==> config.mk <==
export PLATFORM = sky130hd
export DESIGN_NAME = comp_seq_nbit
export DESIGN_NICKNAME = d
export VERILOG_FILES = /design/src/rtl/comp_seq_nbit.sv
export SDC_FILE = /design/constraint.sdc
export NUM_CORES = 1
export LEC_CHECK = 0
export CORE_MARGIN = 3
export CORE_UTILIZATION = 40
export DETAILED_ROUTE_END_ITERATION = 7
export PLACE_DENSITY = 0.62
export SKIP_LAST_GASP = 1
export SLEW_MARGIN = 20
export SYNTH_ARGS = -nofsm -noshare
export SYNTH_HDL_FRONTEND = slang
export SYNTH_SLANG_ARGS = --single-unit
==> constraint.sdc <==
create_clock -name clk -period 2.6 [get_ports clk]
set_clock_uncertainty 0.15 [all_clocks]
set_input_delay 0.52 -clock clk [delete_from_list [all_inputs] [get_ports clk]]
set_output_delay 0.52 -clock clk [all_outputs]
set_load 0.03 [all_outputs]
==> src/rtl/comp_seq_nbit.sv <==
// Sequential unsigned magnitude comparator: walks WIDTH/2 two-bit slices MSB first,
// stops at the first unequal slice and holds a registered G/L/E result.
module comp_seq_nbit #(
    parameter int WIDTH = 8
) (
    input  logic             clk,
    input  logic             rst,
    input  logic             start,
    input  logic [WIDTH-1:0] P,
    input  logic [WIDTH-1:0] Q,
    output logic             busy,
    output logic             done,
    output logic             G,
    output logic             L,
    output logic             E
);

    localparam int NS    = WIDTH / 2;
    localparam int IDX_W = (NS > 1) ? $clog2(NS) : 1;

    typedef enum logic {
        IDLE = 1'b0,
        RUN  = 1'b1
    } state_t;

    state_t             state, state_nxt;
    logic [WIDTH-1:0]   p_lat, p_lat_nxt;
    logic [WIDTH-1:0]   q_lat, q_lat_nxt;
    logic [IDX_W-1:0]   idx, idx_nxt;
    logic               busy_nxt, done_nxt;
    logic               g_nxt, l_nxt, e_nxt;
    logic [1:0]         p_slice, q_slice;

    function automatic logic [1:0] slice_at(input logic [WIDTH-1:0] op,
                                            input logic [IDX_W-1:0] i);
        logic [1:0] r;
        r = '0;
        for (int s = 0; s < NS; s++) begin
            if (i == IDX_W'(s))
                r = op[2*s +: 2];
        end
        return r;
    endfunction

    assign p_slice = slice_at(p_lat, idx);
    assign q_slice = slice_at(q_lat, idx);

    always_comb begin
        state_nxt = state;
        p_lat_nxt = p_lat;
        q_lat_nxt = q_lat;
        idx_nxt   = idx;
        busy_nxt  = busy;
        done_nxt  = 1'b0;
        g_nxt     = G;
        l_nxt     = L;
        e_nxt     = E;

        unique case (state)
            IDLE: begin
                busy_nxt = 1'b0;
                if (start) begin
                    p_lat_nxt = P;
                    q_lat_nxt = Q;
                    idx_nxt   = IDX_W'(NS - 1);
                    g_nxt     = 1'b0;
                    l_nxt     = 1'b0;
                    e_nxt     = 1'b0;
                    busy_nxt  = 1'b1;
                    state_nxt = RUN;
                end
            end
            RUN: begin
                // Any unequal slice decides the result; equal slices fall through to the next one down.
                if (p_slice > q_slice) begin
                    g_nxt     = 1'b1;
                    done_nxt  = 1'b1;
                    busy_nxt  = 1'b0;
                    state_nxt = IDLE;
                end else if (p_slice < q_slice) begin
                    l_nxt     = 1'b1;
                    done_nxt  = 1'b1;
                    busy_nxt  = 1'b0;
                    state_nxt = IDLE;
                end else if (idx == '0) begin
                    e_nxt     = 1'b1;
                    done_nxt  = 1'b1;
                    busy_nxt  = 1'b0;
                    state_nxt = IDLE;
                end else begin
                    idx_nxt   = idx - 1'b1;
                end
            end
            default: state_nxt = IDLE;
        endcase
    end

    always_ff @(posedge clk) begin
        if (rst) begin
            state <= IDLE;
            p_lat <= '0;
            q_lat <= '0;
            idx   <= '0;
            busy  <= 1'b0;
            done  <= 1'b0;
            G     <= 1'b0;
            L     <= 1'b0;
            E     <= 1'b0;
        end else begin
            state <= state_nxt;
            p_lat <= p_lat_nxt;
            q_lat <= q_lat_nxt;
            idx   <= idx_nxt;
            busy  <= busy_nxt;
            done  <= done_nxt;
            G     <= g_nxt;
            L     <= l_nxt;
            E     <= e_nxt;
        end
    end

endmodule

**Yosys cells after proc, flatten, opt, wreduce, memory -nomap -nowiden**

Cells that the tools add are included.

- Input port bits: 19
- Output and inout bits: 5
- Register bits after elaboration: 24

- Multiplexer cells: 35
- Equality and inequality tests: 11
- Reductions and logical operators: 7
- Add/sub/neg operators: 1
- Bitwise logic cells: 1
- Magnitude comparators: 2

Operators by type and width:

| operator | count |
|---|---|
| $mux W2 | 12 |
| $mux W1 | 17 |
| $pmux W1 S2 | 5 |
| $ne A2 B2 Y1 const B | 4 |
| $reduce_and A4 Y1 | 2 |
| $ne A2 B1 Y1 const B | 3 |
| $eq A2 B2 Y1 const B | 2 |
| $ne A4 B1 Y1 const B | 1 |
| $pmux W2 S2 | 1 |
| $reduce_and A2 Y1 | 2 |
| $reduce_and A3 Y1 | 1 |
| $eq A2 B1 Y1 const B | 1 |
| $gt A2 B2 Y1 | 1 |
| $logic_not A2 Y1 | 1 |
| $lt A2 B2 Y1 | 1 |
| $reduce_or A2 Y1 | 1 |
| $sub A2 B1 Y2 const B | 1 |
| $not A1 Y1 | 1 |

**Depth between registers and ports, before layout**

Gate-level depths: netlist (run 1).

- Depth in word-level cells: 9
- Gate-level depth with buffers: 11
- Depth with buffers taken out: 11

**Worst setup path before layout (run 1)**

OpenSTA, ideal clock, no wires.

- Kind: register -> register
- Start point: reg idx[0]
- End point: reg idx[1]
- Period minus slack after synthesis: 2445 ps
- Data arrival time: 2209 ps
- Cell stages (with the launch flop): 12
- Slack: 155 ps
- Cell sequence: dfxtp_1 inv_1 ha_1 nand3b_1 a21oi_1 a21oi_1 o21ai_0 ha_1 nand2_2 nor3_4 mux2_4 a211oi_1

- Longest elaborated chain between the ends: 8
- Elaborated cells between the ends (all ways): 23
- Those cells by class: 1 x add/sub; 2 x order compare; 6 x eq/ne; 12 x mux; 2 x reduce/logical

Ends and longest elaborated chain:

| what | RTL line | text |
|---|---|---|
| from (decl) | 29 | `logic [IDX_W-1:0] idx, idx_nxt;` |
| from (signal assigned) | 113 | `idx <= idx_nxt;` |
| $logic_not A2 Y1 | 39, 85 |  |
| $mux W2 (4 in series) | 39 | `if (i == IDX_W'(s))` |
| $lt A2 B2 Y1 or $gt A2 B2 Y1 (tied branches) | 80, 75 |  |
| $ne A2 B2 Y1 (no source line) | n/a |  |
| $reduce_and A4 Y1 (no source line) | n/a |  |

Parallel ways exist; a longest one is shown, timed or not. The select of a mux whose other input is x is not followed.
A chain may end at the register's enable or synchronous reset.

**Worst setup path after layout (run 1)**

Ends and elaborated chain as after synthesis.

==> results.sh, run 1 <==
export IMPL_run_status="complete, no violations"
export IMPL_setup_slack_ns=0.140
export IMPL_synth_cell_area_sq_um=1110
export IMPL_share_clk_of_total_power=0.283
export IMPL_dr_first_iter_drc_count=30
export IMPL_report_final_setup_viol=0
export IMPL_die_height_microns=58.8
export IMPL_critPathKind="register to register"
export IMPL_final_weighted_congestion_in_routability_driven_placement=0.848
export IMPL_portion_of_the_post_synthesis_area_used_by_sequential_elements=0.431
export IMPL_die_width_microns=58.8
export IMPL_cell_internal_pwr_mw=0.679
export IMPL_post_cts_repair_setup_buffers=0
export IMPL_die_area_sq_um=3450
export IMPL_worstSetupStartpointType="register"
export IMPL_numCtsBuffers=3
export IMPL_wire_length_of_the_first_global_routing_pass_mm=4.02
export IMPL_final_net_count=190
export IMPL_worst_setup_ep_type="register"
export IMPL_p_comb_frac=0.272
export IMPL_initial_utilization=0.434
export IMPL_routed_wl_met3_microns=119
export IMPL_layout_cells_most_common="nand2_1"
export IMPL_met1_length_mm=1.09
export IMPL_globalRouteTotalUtil=0.148
export IMPL_layout_common_cells="nand2_1 (39), a21oi_1 (28), clkdlybuf4s50_1 (23)"
export IMPL_total_leakage_power_nw=0.541
export IMPL_clk_transition_reported_paths_ns=0.13
export IMPL_gr_ovfl_total=0
export IMPL_yosysWarningCount=0
export IMPL_postRouteAntennaNets=0
export IMPL_synth_nets=166
export IMPL_drc=0
export IMPL_drt_wirelength_per_cell_microns=12.2
export IMPL_drt_vias_per_instance=5.01
export IMPL_path_max_fanout=6
export IMPL_antenna_found_initial=0
export IMPL_power_density_nw_per_um2=645
export IMPL_drt_wl_total_mm=2.36
export IMPL_final_core_util=0.569
export IMPL_post_route_cells_drive_above_1_share=0.122
export IMPL_hpwlAfterDp_mm=1.78
export IMPL_hold_viol_final=0
export IMPL_fin_crit_ns=2.46
export IMPL_cts_root_buf="clkbuf_4"
export IMPL_fp_row_count=18
export IMPL_final_setup_tns_ns=0
export IMPL_detail_route_first_pass_iterations=4
export IMPL_route_top_layer_used="met4"
export IMPL_via_count=972
export IMPL_switching_power_summed_over_all_nets_mw=0.263
export IMPL_dr_wl_met2_mm=1.13
export IMPL_max_transition_viols_final=0
export IMPL_hold_ws_ns=0.319
export IMPL_required_ns=2.69
export IMPL_synth_avg_cell_area_sq_um=7.90
export IMPL_clock_fmax_mhz=407
export IMPL_cts_max_level=1
export IMPL_number_of_distinct_standard_cells_referenced_by_the_synthesized_netlist=27
export IMPL_clock_sinks=24
export IMPL_postSynthRegisterBits=24
export IMPL_clock_tree_buffer_depth=2
export IMPL_tritoncts="done"
export IMPL_irDropWorstVdd_v=0.000681
export IMPL_antenna_cells=0
export IMPL_areaGrowthSynthToFinish_pct=31.1
export IMPL_worstMarginPinSlew_ns=0.378
export IMPL_crit_arrival_ns=2.55
export IMPL_hold_class="register to register"
export IMPL_power_sequential_fraction=0.445
export IMPL_top_level_ports=24
export IMPL_max_cap_violations=0
export IMPL_maxSlewHeadroom=0.747
export IMPL_worst_skew_pair_late_latency_ns=0.32
export IMPL_port_buffers=23
export IMPL_timing_final_crit_share=0.946
export IMPL_pre_cts_slack_ns=0.0296
export IMPL_synthCells=141
export IMPL_vias_in_the_first_global_route=891
export IMPL_fillerInstances=248
export IMPL_grt_max_degree=15
export IMPL_p_sw_frac=0.279
export IMPL_core_area_sq_um=2570
## synthesized netlist by cell type (all sizes together)
library cell   n  area (sq um)
a21oi         28           140
nand2         40           153
dfxtp         24           480
inv            5          18.8
o21a           1          7.51
ha             6          75.1
o21ai          5          25.0
nand3          1          5.00
nor3b          1          7.51
nor2           5          18.8
nand3b         2          15.0
mux2           1          15.0
buf            5          26.3
xnor2          1          8.76
nor2b          2          20.0
clkbuf         4          15.0
a32oi          1          8.76
nor3           3          26.3
a211oi         2          20.0
a22oi          2          15.0
nand2b         2          12.5
## stage by stage
stage	area (sq um)	std cells	power [mW]
floorplan	1110	141	0.587
global placement	1380	190	0.665
detailed placement	1380	190	0.671
CTS	1430	194	0.940
global route	1460	194	1.00
finish	1460	194	0.942
## registers in the layout, summed over array words and instances (netlist names)
| signal | count |
|---|---|
| done | 1 |
| E | 1 |
| G | 1 |
| idx | 2 |
| L | 1 |
| q_lat | 8 |
| busy | 1 |
| p_lat | 8 |
| state | 1 |
## cell families (layout without fill, tap and decap cells)
| logic type | Yosys count | in the layout | share of synthesized area |
|---|---|---|---|
| simple gates | 56 | 56 | 0.231 |
| compound gates | 39 | 39 | 0.194 |
| mux | 1 | 1 | 0.0135 |
| fa+ha+maj | 6 | 6 | 0.0674 |
| buf+inv | 14 | 37 | 0.0539 |
| flops | 24 | 24 | 0.431 |
| xor+xnor | 1 | 1 | 0.00787 |
## worst max-delay path, stage by stage, from the launching register on
cell and delay [ns]:
dfxtp_2 0.42, inv_1 0.11, ha_4 0.20, nand3b_1 0.08, a21oi_1 0.06, a21oi_1 0.10, o21ai_0 0.10, ha_1 0.34
nand2_2 0.09, nor3_4 0.19, mux2_4 0.32, a211oi_1 0.21
## power by group through the flow
stage	logic, mW	clock network, mW	registers (mW)
floorplan	0.159	0	0.428
global placement	0.240	0	0.424
detailed placement	0.246	0	0.425
CTS	0.248	0.275	0.417
global route	0.287	0.291	0.424
finish	0.256	0.266	0.419
## path summary, 6_finish.rpt
check                           slack (ns)  cells past startpoint        to     start
worst max-delay path                  0.14                     11    idx[1]    idx[0]
worst max register to register        0.14                     11    idx[1]    idx[0]
worst min register to register        0.32                      2  p_lat[3]  p_lat[3]
worst min-delay path                  0.32                      2  p_lat[3]  p_lat[3]
## cell type report
type | count | area [sq um] | share of cell area
clock buffers | 3 | 22.5 | 0.0154
clock inverters | 1 | 30.0 | 0.0206
inverters | 5 | 18.8 | 0.0129
multi-input cells | 103 | 601 | 0.411
flip-flops and latches | 24 | 483 | 0.331
well taps | 30 | 37.5 | 0.0257
repair buffers | 28 | 268 | 0.183
## repair_timing
item | 4_1_cts | 5_1_grt
hold buffers | 0 | 0
setup endpoints to repair | 1 | 3
gates cloned | 0 | 0
pin swaps | 0 | 0
resized for setup | 1 | 7
## metal layers
layer,GRT usage,vias to the layer above
met4,0.0194,0
li1,-,514
met1,0.189,437
met2,0.251,19
met5,0,-
met3,0.0461,2
Power figures use the tool's default switching activity.
==> run 2: changes to the inputs <==
CTS_CLUSTER_DIAMETER = 150   (was not set)
PLACE_DENSITY = 0.65   (was 0.62)
==> run 2 against run 1 <==
  * Count of clock-buffer cells in the layout increased by 1
  * Total power decreased by 7.4%
  * Final cell count unchanged
  * Fmax decreased by 0.59%
  * Highest routed layer unchanged
==> results.sh, run 2 (synthesis results as in run 1) <==
export IMPL_setup_slack_ns=0.126
export IMPL_clock_sinks=24
export IMPL_irDropWorstVdd_v=0.000416
export IMPL_vias_in_the_first_global_route=914
export IMPL_cp_cell_sequence="inv_1 > ha_2 > a21oi_1 > a21oi_1 > o21ai_1 > ha_1 > nand2_2 > nor3_4 > mux2_4 > a211oi_1"
export IMPL_drc=0
export IMPL_via_count=978
export IMPL_fillerInstances=258
export IMPL_cts_root_buf="clkbuf_4"
export IMPL_die_height_microns=58.8
export IMPL_pre_cts_slack_ns=0.00393
export IMPL_antenna_found_initial=0
export IMPL_wire_length_of_the_first_global_routing_pass_mm=3.93
export IMPL_timing_final_crit_share=0.952
export IMPL_die_width_microns=58.8
export IMPL_dr_wl_met2_mm=1.13
export IMPL_clk_transition_reported_paths_ns=0.13
export IMPL_clock_fmax_mhz=404
export IMPL_critPathBufInv=1
export IMPL_antenna_cells=0
export IMPL_fin_total_pwr_mw=0.873
export IMPL_hold_class="register to register"
export IMPL_final_weighted_congestion_in_routability_driven_placement=0.846
export IMPL_max_transition_viols_final=0
export IMPL_tritoncts="done"
export IMPL_placed_cell_area_sq_um=1380
export IMPL_post_cts_repair_setup_buffers=0
export IMPL_areaGrowthSynthToFinish_pct=29.9
export IMPL_critPathKind="register to register"
export IMPL_routed_wl_met3_microns=140
export IMPL_hold_ws_ns=0.314
export IMPL_port_buffers=23
export IMPL_crit_path_frequent_cell="a21oi_1"
export IMPL_detail_route_first_pass_iterations=5
export IMPL_postRouteAntennaNets=0
export IMPL_initial_utilization=0.434
export IMPL_fp_row_count=18
export IMPL_met1_length_mm=1.15
export IMPL_final_core_util=0.563
export IMPL_report_final_setup_viol=0
export IMPL_required_ns=2.67
export IMPL_die_area_sq_um=3450
export IMPL_worstMarginPinSlew_ns=0.469
export IMPL_top_level_ports=24
export IMPL_slowest_stage="dfxtp_4"
export IMPL_run_status="complete, no violations"
export IMPL_clock_tree_buffer_depth=2
export IMPL_final_net_count=190
export IMPL_worst_skew_pair_late_latency_ns=0.31
export IMPL_final_seq_area_sq_um=485
export IMPL_path_max_fanout=8
export IMPL_core_area_sq_um=2570
export IMPL_numCtsBuffers=3
export IMPL_largestRegisters="p_lat (8), q_lat (8), idx (2)"
export IMPL_grt_max_degree=15
export IMPL_gr_ovfl_total=0
export IMPL_layout_common_cells="nand2_1 (39), a21oi_1 (28), clkdlybuf4s50_1 (23)"
export IMPL_cts_max_level=1
export IMPL_fin_area_sq_um=1450
export IMPL_total_leakage_power_nw=0.535
export IMPL_post_route_cells_drive_above_1_share=0.122
export IMPL_hold_viol_final=0
export IMPL_crit_arrival_ns=2.54
export IMPL_cpLargestDelayFamily="adder cells"
export IMPL_drt_vias_per_instance=5.04
export IMPL_max_cap_violations=0
export IMPL_route_top_layer_used="met4"
export IMPL_power_density_nw_per_um2=603
export IMPL_dr_first_iter_drc_count=21
export IMPL_hpwlAfterDp_mm=1.81
export IMPL_drt_wirelength_per_cell_microns=12.6
export IMPL_maxSlewHeadroom=0.687
export IMPL_worst_setup_ep_type="register"
export IMPL_final_cells=194
export IMPL_dpl_cell_count=190
export IMPL_globalRouteTotalUtil=0.145
export IMPL_multi_input_comb_area_sq_um=601
export IMPL_drt_wl_total_mm=2.44
export IMPL_layout_cells_most_common="nand2_1"
export IMPL_fin_crit_ns=2.47
export IMPL_worstSetupStartpointType="register"
export IMPL_critical_path_max_stage_delay_ns=0.39
export IMPL_final_setup_tns_ns=0
[run 2: changes by cell type in the layout (fill, tap and decap cells not counted)]
cell,previous run,this run
dfxtp_2,2,1
o21ai_0,5,4
dfxtp_4,0,1
bufinv_16,1,0
o21ai_1,0,1
clkbuf_8,0,1
[run 2: final timing paths]
check / startpoint / end / slack, ns / cells after the start
setup / recovery: idx[0] / idx[1] / 0.13 / 10
hold / removal: p_lat[4] / p_lat[4] / 0.31 / 2
setup reg to reg: idx[0] / idx[1] / 0.13 / 10
hold reg to reg: p_lat[4] / p_lat[4] / 0.31 / 2
[run 2: worst reg2reg max path: stages (launching register included)]
cell and delay [ns]:
dfxtp_4 0.39, inv_1 0.12, ha_2 0.29, a21oi_1 0.06, a21oi_1 0.12, o21ai_1 0.08
ha_1 0.31, nand2_2 0.08, nor3_4 0.21, mux2_4 0.32, a211oi_1 0.25
[run 2: routing by layer]
| metal | vias to the layer above | global-route usage |
|---|---|---|
| met5 | - | 0 |
| met4 | 0 | 0.0194 |
| met3 | 2 | 0.0395 |
| met2 | 21 | 0.251 |
| met1 | 440 | 0.185 |
| li1 | 515 | - |
[run 2: area by class of cell]
class	count	share of cell area
multi-input combinational	103	0.415
sequential	24	0.336
timing repair buffer	28	0.185
tap	30	0.0260
clock buffer	4	0.0251
inverter	5	0.0130
[run 2: repair_timing]
| action | CTS | global route |
|---|---|---|
| setup endpoints to repair | 1 | 3 |
| gates resized for setup | 2 | 8 |
| hold buffers | 0 | 0 |
[run 2: where the power goes]
part | leakage [nW] | internal, mW | switching, mW
Clock | 0.0210 | 0.0855 | 0.108
Combinational | 0.316 | 0.127 | 0.132
Sequential | 0.198 | 0.396 | 0.0234
Total | 0.535 | 0.609 | 0.263
